$ cat src/rtl/nibble_serial_addsub.sv
// Nibble-serial add/sub: one 4-bit slice reused across the operand, V/Z/N/C flags.
// Optional clamp of overflowed results when SATURATE_ADD_EN is defined.
module nibble_serial_addsub #(
    parameter int NIBBLES = 4
) (
    input  logic                 clk_i,
    input  logic                 rst_i,
    input  logic                 start_i,
    input  logic                 sub_i,
    input  logic [4*NIBBLES-1:0] a_i,
    input  logic [4*NIBBLES-1:0] b_i,
    output logic                 busy_o,
    output logic                 done_o,
    output logic [4*NIBBLES-1:0] result_o,
    output logic                 ovfl_o,
    output logic                 zero_o,
    output logic                 neg_o,
    output logic                 carry_o
);

    localparam int W  = 4 * NIBBLES;
    localparam int IW = (NIBBLES > 1) ? $clog2(NIBBLES) : 1;
    localparam logic [IW-1:0] LAST = IW'(NIBBLES - 1);

    typedef enum logic {
        IDLE,
        RUN
    } state_e;

    state_e         state_q, state_d;
    logic [IW-1:0]  idx_q, idx_d;
    logic           cin_q, cin_d;
    logic [W-1:0]   opa_q, opa_d;
    logic [W-1:0]   opb_q, opb_d;
    logic [W-1:0]   res_q, res_d;
    logic           done_q, done_d;
    logic           ovfl_q, ovfl_d;
    logic           zero_q, zero_d;
    logic           neg_q, neg_d;
    logic           carry_q, carry_d;

    logic [3:0]     nib_a;
    logic [3:0]     nib_b;
    logic [4:0]     sum;
    logic [W-1:0]   raw;
    logic [W-1:0]   fin;
    logic           ovfl_c;

    // Single shared 4-bit slice, steered by the nibble index
    always_comb begin
        nib_a = opa_q[{idx_q, 2'b00} +: 4];
        nib_b = opb_q[{idx_q, 2'b00} +: 4];
        sum   = {1'b0, nib_a} + {1'b0, nib_b} + {4'b0000, cin_q};
        raw   = {sum[3:0], res_q[W-5:0]};
        ovfl_c = (~opa_q[W-1] & ~opb_q[W-1] & raw[W-1])
               | ( opa_q[W-1] &  opb_q[W-1] & ~raw[W-1]);
`ifdef SATURATE_ADD_EN
        if (ovfl_c) begin
            fin = opa_q[W-1] ? {1'b1, {(W-1){1'b0}}}
                             : {1'b0, {(W-1){1'b1}}};
        end else begin
            fin = raw;
        end
`else
        fin = raw;
`endif
    end

    always_comb begin
        state_d = state_q;
        idx_d   = idx_q;
        cin_d   = cin_q;
        opa_d   = opa_q;
        opb_d   = opb_q;
        res_d   = res_q;
        done_d  = 1'b0;
        ovfl_d  = ovfl_q;
        zero_d  = zero_q;
        neg_d   = neg_q;
        carry_d = carry_q;

        unique case (state_q)
            IDLE: begin
                if (start_i) begin
                    opa_d   = a_i;
                    opb_d   = sub_i ? ~b_i : b_i;
                    cin_d   = sub_i;
                    idx_d   = '0;
                    res_d   = '0;
                    state_d = RUN;
                end
            end
            RUN: begin
                res_d[{idx_q, 2'b00} +: 4] = sum[3:0];
                cin_d = sum[4];
                idx_d = idx_q + IW'(1);
                if (idx_q == LAST) begin
                    // Final nibble: commit (possibly clamped) result and flags
                    idx_d   = '0;
                    res_d   = fin;
                    done_d  = 1'b1;
                    ovfl_d  = ovfl_c;
                    zero_d  = (fin == '0);
                    neg_d   = fin[W-1];
                    carry_d = sum[4];
                    state_d = IDLE;
                end
            end
            default: state_d = IDLE;
        endcase
    end

    always_ff @(posedge clk_i) begin
        if (rst_i) begin
            state_q <= IDLE;
            idx_q   <= '0;
            cin_q   <= 1'b0;
            opa_q   <= '0;
            opb_q   <= '0;
            res_q   <= '0;
            done_q  <= 1'b0;
            ovfl_q  <= 1'b0;
            zero_q  <= 1'b0;
            neg_q   <= 1'b0;
            carry_q <= 1'b0;
        end else begin
            state_q <= state_d;
            idx_q   <= idx_d;
            cin_q   <= cin_d;
            opa_q   <= opa_d;
            opb_q   <= opb_d;
            res_q   <= res_d;
            done_q  <= done_d;
            ovfl_q  <= ovfl_d;
            zero_q  <= zero_d;
            neg_q   <= neg_d;
            carry_q <= carry_d;
        end
    end

    assign busy_o   = (state_q == RUN);
    assign done_o   = done_q;
    assign result_o = res_q;
    assign ovfl_o   = ovfl_q;
    assign zero_o   = zero_q;
    assign neg_o    = neg_q;
    assign carry_o  = carry_q;

endmodule
$ cat config.mk
export PLATFORM = sky130hd
export DESIGN_NAME = nibble_serial_addsub
export DESIGN_NICKNAME = d
export VERILOG_FILES = /design/src/rtl/nibble_serial_addsub.sv
export SDC_FILE = /design/constraint.sdc
export NUM_CORES = 1
export LEC_CHECK = 0
export ABC_AREA = 1
export CORE_UTILIZATION = 50
export DETAILED_ROUTE_END_ITERATION = 16
export GPL_ROUTABILITY_DRIVEN = 0
export PLACE_DENSITY = 0.77
export SLEW_MARGIN = 40
export SYNTH_ARGS = -nofsm -noshare
export SYNTH_HDL_FRONTEND = slang
export SYNTH_SLANG_ARGS = --single-unit
$ cat constraint.sdc
create_clock -name clk_i -period 2.85 [get_ports clk_i]
set_input_delay 0.7125 -clock clk_i [delete_from_list [all_inputs] [get_ports clk_i]]
set_output_delay 0.7125 -clock clk_i [all_outputs]
set_load 0.01 [all_outputs]
# Word-level counts from Yosys, hierarchy flattened
# Index checks and enable logic that the tools add are counted.
[op_classes]
eq_ne = 3
n_mux = 14
reduce_logical = 5
shifts = 4
n_addsub = 4
bitwise_logic = 10
[op_table]
columns = ["cell", "n"]
rows = [
  ["16-bit 2-to-1 mux", 3],
  ["16-bit one-hot mux with 2 select lines", 1],
  ["16-bit by 5-bit variable part select with 4-bit output", 2],
  ["16-bit bitwise mux", 1],
  ["16-bit zero test", 1],
  ["16-bit inverter", 1],
  ["4-bit by 6-bit variable shift with 16-bit output, first input constant", 1],
  ["4-bit by 6-bit variable part select with 16-bit output", 1],
  ["4-bit negation with 6-bit output", 1],
  ["2-bit AND reduction", 3],
  ["4-bit by 4-bit adder with 5-bit output", 1],
  ["5-bit by 1-bit adder with 5-bit output", 1],
  ["1-bit AND", 4],
  ["1-bit 2-to-1 mux", 4],
  ["2-bit 2-to-1 mux", 2],
  ["2-bit != test, second input constant", 2],
  ["1-bit inverter", 4],
  ["1-bit one-hot mux with 2 select lines", 2],
  ["2-bit one-hot mux with 2 select lines", 1],
  ["2-bit by 1-bit adder with 2-bit output, second input constant", 1],
  ["2-bit equality test, second input constant", 1],
  ["2-bit OR reduction", 1],
  ["1-bit OR", 1],
]
[totals]
regBits = 57
out_inout_bits = 22
elab_cells = 52

# Logic depth before layout (Yosys ltp)
# Gate-level depths: netlist of the first run.
[logic_depth]
word_depth = 7
depth_mapped = 13

# Worst setup path after synthesis of the first run
# Ideal clock, no wire load.
[synth_timing]
path_type = "reg-to-reg"
from = "register idx_q[0]"
to = "register zero_q, in the netlist zero_o"
arrival_ns = 2.188
path_stages_with_launch = 14
slack_ns = 0.549
path_cell_list = "dfxtp_1 clkinv_1 buf_2 o21ai_0 o22ai_1 fa_1 inv_1 fa_1 inv_1 nor2_1 nand4_1 nor2_1 nand3_1 nand2_1"
[synth_between]
elab_chain_len = 4
elab_cells_between_ends = 7
cone_classes = "2 x add/sub; 1 x eq/ne; 2 x shift; 2 x reduce/logical"
[synth_rtl]
columns = ["item", "line", "text"]
rows = [
  ["from (decl)", "31", "logic [IW-1:0] idx_q, idx_d;"],
  ["from (signal assigned)", "128", "idx_q <= idx_d;"],
  ["16-bit by 5-bit variable part select with 4-bit output (on tied branches)", "51, 52", ""],
  ["4-bit by 4-bit adder with 5-bit output", "53", "sum = {1'b0, nib_a} + {1'b0, nib_b} + {4'b0000, cin_q};"],
  ["5-bit by 1-bit adder with 5-bit output", "53", ""],
  ["16-bit zero test", "103", "zero_d = (fin == '0);"],
  ["to (signal assigned)", "135", "zero_q <= zero_d;"],
  ["to (decl)", "38", "logic zero_q, zero_d;"],
]
# Several ways; a longest one is shown, not always the timed one.
# A chain may end at the register's enable or synchronous reset.

# Final worst setup path of the first run
# Ends and elaborated chain as after synthesis.

==> results of run 1 <==
-- tightest hold or removal path, cell delays in order, from the launching register on --
cell and delay (ns):
dfxtp_1 0.31, nand2_1 0.06, nand2_1 0.05
-- power groups by stage --
| stage | registers, W | clock network (W) | logic (W) |
|---|---|---|---|
| floorplan | 0.000882 | 0 | 0.000242 |
| global placement | 0.000889 | 0 | 0.000349 |
| detailed placement | 0.000890 | 0 | 0.000358 |
| CTS | 0.000873 | 0.000643 | 0.000360 |
| global route | 0.000878 | 0.000678 | 0.000404 |
| finish | 0.000873 | 0.000634 | 0.000359 |
-- path summary, 6_finish.rpt --
check / from / to
setup / recovery: idx_q[0] / zero_o
hold / removal: neg_o / neg_o
setup reg to reg: idx_q[0] / zero_o
hold reg to reg: neg_o / neg_o
-- per-layer routing --
layer | vias up | wire [um] | track usage (%) | part of all wire (%)
met5 | - | 0 | 0 | 0
met4 | 0 | 134 | 12.1 | 2.2
met3 | 15 | 322 | 6.48 | 5.2
met2 | 82 | 3020 | 42.1 | 49
met1 | 1117 | 2680 | 27.5 | 44
li1 | 1272 | - | - | -
-- cells by family (layout without fill, tap and decap cells) --
group | Yosys count | in the layout | synth area share, %
AND/OR/NAND/NOR | 128 | 128 | 20.2
XOR/XNOR | 17 | 17 | 5.54
adder cells (fa/ha/maj) | 9 | 9 | 4.75
AO/OA/AOI/OAI | 98 | 98 | 19.5
buffers and inverters | 41 | 103 | 7.54
flip-flops | 57 | 57 | 42.5
-- synth_stat cells --
cell,n
a21oi_1,36
ha_1,7
a22o_1,1
a21oi_2,4
o22ai_1,5
o21ai_0,50
clkbuf_2,1
clkbuf_1,5
nor2_4,1
buf_6,4
clkbuf_4,1
or2_4,1
nor3_1,1
nand4_1,3
dfxtp_1,57
buf_4,2
inv_1,18
nand3_1,11
nand2b_1,1
nor2_2,1
nor3_2,2
xor2_1,1
xnor2_1,16
fa_1,2
buf_2,5
nand2_2,3
clkinv_1,1
inv_2,4
nand2_1,48
nor2_1,55
a32oi_1,2
or2_2,1
-- through the flow --
stage,area [um^2],instances,total power [W],util [%]
floorplan,2690,350,0.00112,-
global placement,3300,467,0.00124,64.2
detailed placement,3300,467,0.00125,64.2
CTS,3460,482,0.00187,67.4
global route,3460,482,0.00196,67.4
finish,3460,482,0.00187,67.4
-- registers in the layout (all words and copies together), names as in the netlist --
register,flops
busy_o,1
neg_o,1
done_o,1
opa_q,16
cin_q,1
idx_q,2
carry_o,1
result_o,16
zero_o,1
ovfl_o,1
opb_q,16
-- area by class of cell --
type                    instances  area (um^2)  area share [%]
multi-input cells             252         1340            38.8
well taps                      70         87.6            2.53
clock inverters                 4         20.0           0.578
inverters                      23         86.3            2.49
repair buffers                 65          643            18.6
flip-flops and latches         57         1140            33.0
clock buffers                  11          141            4.08
==> flow_summary.yaml, run 1 <==
detailed_routing:
  wl_mm: 6.16
  drtPass1Iterations: 4
  vias_per_cell: 5.16
  ant_nets: 0
  post-route-drc-count: 0
  wl_per_cell_um: 12.8
  vias: 2486
  drt_iter0_markers: 139
worst_setup_path:
  worstPathCellList: "clkinv_1, o21ai_0, o22ai_1, fa_1, inv_1, fa_1, inv_1, nor2_1, nand4_1, nor2_1, nand3_1, nand2_1"
  crit_slowest_cell: "fa_1"
  crit_fanout: 14
  critPathBufInv: 3
  endpoint_kind: "register"
  crit_family: "adder cells"
  cp.depth: 12
  start_kind: "register"
  slowest_delay_ns: 0.45
  worst-endpoint-arrival_ns: 2.68
  path_class: "reg2reg"
  reg2reg_depth: 12
  crit_required_ns: 3.09
  r2r_setup_slack_ns: 0.41
sta:
  min_period_over_period_pct: 85.8
  tns_ns: 0
  fin_worst_skew_ns: 0.00650
  final-max-slew-violation-count: 0
  setup_viol: 0
  slew_headroom_pct: 76.2
  worstMarginPinSlew_ns: 0.356
  rsz0062_at_grt: "no"
  fin_crit_ns: 2.44
  setup_ws_ns: 0.405
  holdWs_ns: 0.456
  fmax_mhz: 409
  hold_viol_final: 0
global_routing:
  overflow: 0
  track_usage_pct: 24.2
  grt_max_degree: 35
  antenna_found_initial: 0
  grt_pass1_vias: 2331
  grt_pass1_wl_mm: 10.1
power_and_ir_drop:
  powerDensity_mw_per_mm2: 539
  leakagePower_nw: 1.35
  p_int_w: 0.00133
  pwr-share-comb_pct: 19.2
  peakVddDrop_uv: 334
  p_sw_w: 0.000535
  seqPwrFrac_pct: 46.8
  clkPwrFrac_pct: 34.0
  p_sw_share_pct: 28.7
placement:
  port_buffers: 57
  dpl.hpwl_mm: 4.55
  pre_cts_ws_ns: 0.492
floorplanning:
  rows: 26
  num_io_pins: 58
  die-width_um: 75.3
  core_area_mm2: 0.00514
  start_util_pct: 52.3
  dieArea_mm2: 0.00567
  die_y_um: 75.3
min_path:
  worstHoldPathCells: 2
  min_path_type: "reg2reg"
cts:
  cts_max_path_buffers: 2
  cts_setup_buffers: 0
  cts.sinks: 57
  cts_buffers: 9
  cts_tree: "done"
  clk_pin_slew_ns: 0.06
  cts_max_level: 3
  worstSkewPairLatency_ns: 0.34
  cts-root-buf: "clkbuf_8"
  cts_resized: 0
  ctsHoldBuffers: 0
synth:
  synth_area_leader_cell: "dfxtp_1"
  ys_warn_count: 0
  synthDistinctLibCells: 32
  synth_fp_nets: 395
  synth.yosys.seq_area_share_pct: 42.5
  avgSynthCellArea_um2: 7.68
  ys_ff_latch: 57
  ys_top_cells_by_area: "dfxtp_1 (42%), o21ai_0 (9.3%), nor2_1 (7.7%)"
  synthCells: 350
  synth_top_area_share_pct: 42.5
  synthesis.area_mm2: 0.00269
cells_and_area:
  drive_above_1_share_pct: 9.47
  nFillCells: 471
  antenna_cells: 0
  layout.cells.most_common_list: "dfxtp_1 (57), clkdlybuf4s50_1 (57), nor2_1 (55)"
  num-nets-final: 453
  synthToLayoutAreaGrowth_pct: 28.9
outcome:
  status: "finished, final reports clean"
flow_run:
  cap_violations: 0
No activity file was read; power rests on OpenSTA's default activity.
==> inputs of run 2 (changes only) <==
- CORE_UTILIZATION: 50 -> 46
- CTS_BUF_LIST: default -> sky130_fd_sc_hd__clkbuf_16
- PLACE_DENSITY: 0.77 -> 0.74
- SKIP_CTS_REPAIR_TIMING: default -> 1
- clock period: 2.85 -> 2.05 ns (I/O delays scaled with it)
==> run 2 against run 1 <==
Compared with the run above:
- the run now ends with setup timing left
- critical endpoint is now carry_o
- wire length up 11%
- final cell count up 3.9%
- count of clock-buffer cells in the layout down 1
- register-to-register slack worse by 0.49 ns
- first-iteration DRC count down 45%
- global-route usage down 1.0 points
- clock skew down 0.0011 ns
- sequential cell count unchanged
- maximum frequency up 14%
==> flow_summary.yaml, run 2 (same netlist as run 1, synthesis figures left out) <==
detailed_routing:
  ant_nets: 0
  wl_per_cell_um: 13.6
  drt_iter0_markers: 76
  wl_mm: 6.84
  post-route-drc-count: 0
  vias_per_cell: 5.18
  drtPass1Iterations: 4
  vias: 2595
cells_and_area:
  utilization_pct: 69.0
  drive_above_1_share_pct: 19.6
  final_common_cell: "clkdlybuf4s50_1"
  num-nets-final: 469
  stdcell_area_mm2: 0.00385
  synthToLayoutAreaGrowth_pct: 43.3
  layout.cells.most_common_list: "clkdlybuf4s50_1 (57), dfxtp_1 (55), nor2_1 (52)"
  antenna_cells: 0
worst_setup_path:
  crit_family: "compound AO/OA/AOI/OAI gates"
  crit_fanout: 6
  path_class: "reg2reg"
  crit_slowest_cell: "fa_2"
  slowest_delay_ns: 0.40
  worstPathCellList: "o21ai_0, o22ai_2, fa_2, inv_2, fa_2, inv_1, a21oi_1, nor2_1, o21ai_0, nand2_1"
  r2r_setup_slack_ns: -0.09
  worst-endpoint-arrival_ns: 2.35
  crit_required_ns: 2.26
  critPathBufInv: 2
  endpoint_kind: "register"
  start_kind: "register"
power_and_ir_drop:
  pwr-share-comb_pct: 19.0
  peakVddDrop_uv: 606
  seqPwrFrac_pct: 36.5
  p_sw_w: 0.000867
  powerDensity_mw_per_mm2: 869
  leakagePower_nw: 1.52
  clkPwrFrac_pct: 44.5
  p_int_w: 0.00248
  p_sw_share_pct: 25.9
floorplanning:
  die_y_um: 78.4
  core_area_mm2: 0.00557
  die-width_um: 78.4
  rows: 27
  start_util_pct: 48.2
  num_io_pins: 58
  dieArea_mm2: 0.00615
cts:
  cts_tree: "done"
  cts_max_path_buffers: 2
  cts_max_level: 3
  clk_pin_slew_ns: 0.05
  cts.sinks: 57
  cts_buffers: 9
  worstSkewPairLatency_ns: 0.32
  cts-root-buf: "clkbuf_16"
sta:
  hold_viol_final: 0
  final-max-slew-violation-count: 0
  setup_viol: 7
  setup_ws_ns: -0.0893
  min_period_over_period_pct: 104
  worstMarginPinSlew_ns: 0.362
  fmax_mhz: 467
  rsz0062_at_grt: "yes"
  slew_headroom_pct: 75.8
  fin_crit_ns: 2.14
  fin_worst_skew_ns: 0.00539
  tns_ns: -0.395
global_routing:
  grt_pass1_vias: 2444
  grt_pass1_wl_mm: 11.1
  track_usage_pct: 23.2
  antenna_found_initial: 0
  grt_max_degree: 33
  overflow: 0
min_path:
  min_path_type: "reg2reg"
outcome:
  status: "finished with violations"
  violations: "setup timing"
placement:
  port_buffers: 57
  dpl-instance-area_mm2: 0.00340
  dpl.hpwl_mm: 4.81
  pre_cts_ws_ns: -0.0951
flow_run:
  cap_violations: 0
==> run 2: cell type report <==
type                       instances  area, um^2
fill                             458        1730
multi-input combinational        252        1440
sequential                        57        1150
timing repair buffer              81         771
clock buffer                      10         250
inverter                          23        93.8
tap                               72        90.1
clock inverter                     6        55.1
==> run 2: worst reg2reg max path, cell delays in order (launching register included) <==
cell and delay (ns):
dfxtp_4 0.37, o21ai_0 0.27, o22ai_2 0.13, fa_2 0.40
inv_2 0.07, fa_2 0.25, inv_1 0.05, a21oi_1 0.14
nor2_1 0.06, o21ai_0 0.21, nand2_1 0.07
==> run 2: path summary, 6_finish.rpt <==
check / start / to / depth (start not counted)
worst max-delay path: idx_q[0] / carry_o / 10
worst min register to register: neg_o / neg_o / 2
worst min-delay path: neg_o / neg_o / 2
worst max register to register: idx_q[0] / carry_o / 10
==> run 2: layer usage <==
metal	vias up	part of all wire (%)	GRT usage, %
li1	1306	-	-
met1	1189	43	26.9
met3	18	3.6	4.53
met5	-	0	0
met4	0	3.3	13.5
met2	82	50	39.7
==> run 2: per-stage QoR <==
stage	power, W	hold WS (ns)	cells
floorplan	0.00157	0.445	350
global placement	0.00177	0.440	481
detailed placement	0.00178	0.444	481
CTS	0.00327	0.453	497
global route	0.00348	0.479	501
finish	0.00334	0.450	501
==> run 2: power groups by stage <==
| stage | registers (W) | logic, W | clock network, W |
|---|---|---|---|
| 2_1_floorplan | 0.00123 | 0.000343 | 0 |
| 3_3_place_gp | 0.00124 | 0.000528 | 0 |
| 3_5_place_dp | 0.00124 | 0.000545 | 0 |
| 4_1_cts | 0.00122 | 0.000550 | 0.00150 |
| 5_1_grt | 0.00123 | 0.000700 | 0.00155 |
| 6_report | 0.00122 | 0.000634 | 0.00149 |
==> inputs of run 3 (changes only) <==
- CTS_BUF_LIST: sky130_fd_sc_hd__clkbuf_16 -> sky130_fd_sc_hd__clkbuf_8 sky130_fd_sc_hd__clkbuf_16
- SKIP_LAST_GASP: default -> 1
- clock period: 2.05 -> 1.8 ns (I/O delays scaled with it)
==> run 3 against run 2 <==
Compared with the run above:
- the run still ends with setup timing left
- global-route usage shrank 0.98 points
- combinational power is 19% higher
- clock skew about the same
- cell area fell by 2.6%
- critical path type unchanged
- critical endpoint is now result_o[9]
==> flow_summary.yaml, run 3 (same netlist as run 1, synthesis figures left out) <==
outcome:
  status: "finished with violations"
  violations: "setup timing"
cts:
  cts_max_path_buffers: 2
  cts_tree: "done"
  cts_buffers: 9
  cts.sinks: 57
  cts_max_level: 3
  worstSkewPairLatency_ns: 0.34
  cts-root-buf: "clkbuf_8"
  clk_pin_slew_ns: 0.06
sta:
  fin_worst_skew_ns: 0.00541
  rsz0062_at_grt: "yes"
  fmax_mhz: 466
  hold_viol_final: 0
  fin_crit_ns: 2.15
  holdWs_ns: 0.457
  setup_viol: 19
  worstMarginPinSlew_ns: 0.302
  setup_ws_ns: -0.347
  final-max-slew-violation-count: 0
  slew_headroom_pct: 79.9
  min_period_over_period_pct: 119
detailed_routing:
  drt_iter0_markers: 62
  wl_mm: 6.43
  wl_per_cell_um: 12.9
  drtPass1Iterations: 5
  vias_per_cell: 5.06
  ant_nets: 0
  vias: 2529
  post-route-drc-count: 0
power_and_ir_drop:
  seqPwrFrac_pct: 43.9
  p_sw_share_pct: 28.7
  leakagePower_nw: 1.48
  powerDensity_mw_per_mm2: 840
  clkPwrFrac_pct: 32.1
  pwr-share-comb_pct: 24.0
  p_sw_w: 0.000905
  p_int_w: 0.00224
  peakVddDrop_uv: 514
worst_setup_path:
  worst-endpoint-arrival_ns: 2.41
  r2r_end: "result_o[9]"
  r2r_setup_slack_ns: -0.35
  path_class: "reg2reg"
  critPathBufInv: 2
  crit_fanout: 8
  worstPathCellList: "clkinv_4, o21ai_1, o22ai_2, fa_2, inv_2, fa_2, nor2_1, nand2_1, a21oi_1"
  crit_required_ns: 2.07
  start_kind: "register"
  cp_common_cell: "fa_2"
  cp.depth: 9
  crit_start: "idx_q[0]"
  crit_slowest_cell: "fa_2"
  reg2reg_depth: 9
  crit_family: "adder cells"
  slowest_delay_ns: 0.45
  crit_path_end: "result_o[9]"
  endpoint_kind: "register"
  r2r-start: "idx_q[0]"
global_routing:
  grt_pass1_vias: 2361
  grt_pass1_wl_mm: 10.4
  antenna_found_initial: 0
  grt_max_degree: 33
  overflow: 0
  track_usage_pct: 22.2
floorplanning:
  rows: 27
  num_io_pins: 58
  start_util_pct: 48.2
  core_area_mm2: 0.00557
  dieArea_mm2: 0.00615
  die_y_um: 78.4
  die-width_um: 78.4
cells_and_area:
  nFillCells: 486
  drive_above_1_share_pct: 18.5
  multi_input_area_mm2: 0.00146
  instances_no_fill: 500
  num-nets-final: 470
  synthToLayoutAreaGrowth_pct: 39.5
  layout.cells.most_common_list: "clkdlybuf4s50_1 (57), dfxtp_1 (54), nor2_1 (50)"
  final_common_cell: "clkdlybuf4s50_1"
  antenna_cells: 0
  seqCellArea_mm2: 0.00115
placement:
  port_buffers: 57
  placed_cells: 482
  dpl.hpwl_mm: 4.59
flow_run:
  cap_violations: 0
min_path:
  min_path_type: "reg2reg"
-- run 3: changes by cell type in the layout (fill, tap and decap cells not counted), sizes merged --
cell	previous run	this run
clkinv	4	1
inv	23	25
buf	24	25
bufinv	1	0
clkbuf	10	11
clkinvlp	1	0
-- run 3: how the worst min path moves through the flow --
| stage | startpoint | to | cells past startpoint |
|---|---|---|---|
| 2_1_floorplan | opa_q[15] | opa_q[15] | 2 |
| 6_report | zero_o | zero_o | 2 |
| 3_5_place_dp | ovfl_o | ovfl_o | 2 |
| 5_1_grt | carry_o | carry_o | 2 |
| 4_1_cts | ovfl_o | ovfl_o | 2 |
| 3_3_place_gp | neg_o | neg_o | 2 |
-- run 3: cell type report --
type,instances,share of cell area [%]
inverters,23,2.44
flip-flops and latches,57,30.7
well taps,72,2.40
multi-input cells,252,38.9
clock inverters,3,0.301
clock buffers,11,4.04
repair buffers,82,21.2
-- run 3: worst register-to-register path: stages (launching register included) --
cell and delay, ns:
dfxtp_4 0.39, clkinv_4 0.09, o21ai_1 0.16, o22ai_2 0.12
fa_2 0.39, inv_2 0.07, fa_2 0.45, nor2_1 0.18
nand2_1 0.08, a21oi_1 0.14
-- run 3: power by group through the flow --
stage	combinational, W	clock [W]	sequential (W)
5_1_grt	0.000827	0.00108	0.00139
3_5_place_dp	0.000628	0	0.00141
4_1_cts	0.000635	0.00102	0.00138
2_1_floorplan	0.000399	0	0.00140
3_3_place_gp	0.000610	0	0.00141
6_report	0.000755	0.00101	0.00138
-- run 3: metrics by stage --
stage	cell area (um^2)	setup TNS, ns	setup WS, ns	power, W	util, %
2_1_floorplan	2720	-2.79	-0.339	0.00180	-
3_3_place_gp	3450	-2.70	-0.260	0.00202	61.9
3_5_place_dp	3450	-3.66	-0.333	0.00204	61.9
4_1_cts	3610	-4.08	-0.368	0.00304	64.8
5_1_grt	3750	-5.81	-0.459	0.00330	67.2
6_report	3750	-4.03	-0.347	0.00315	67.2
-- run 3: per-layer routing --
| layer | vias to the layer above | share of wire [%] | track usage, % |
|---|---|---|---|
| met1 | 1136 | 45 | 26.3 |
| met4 | 0 | 2.1 | 11.7 |
| met2 | 74 | 49 | 37.4 |
| met5 | - | 0 | 0 |
| met3 | 12 | 4.3 | 5.12 |
| li1 | 1307 | - | - |
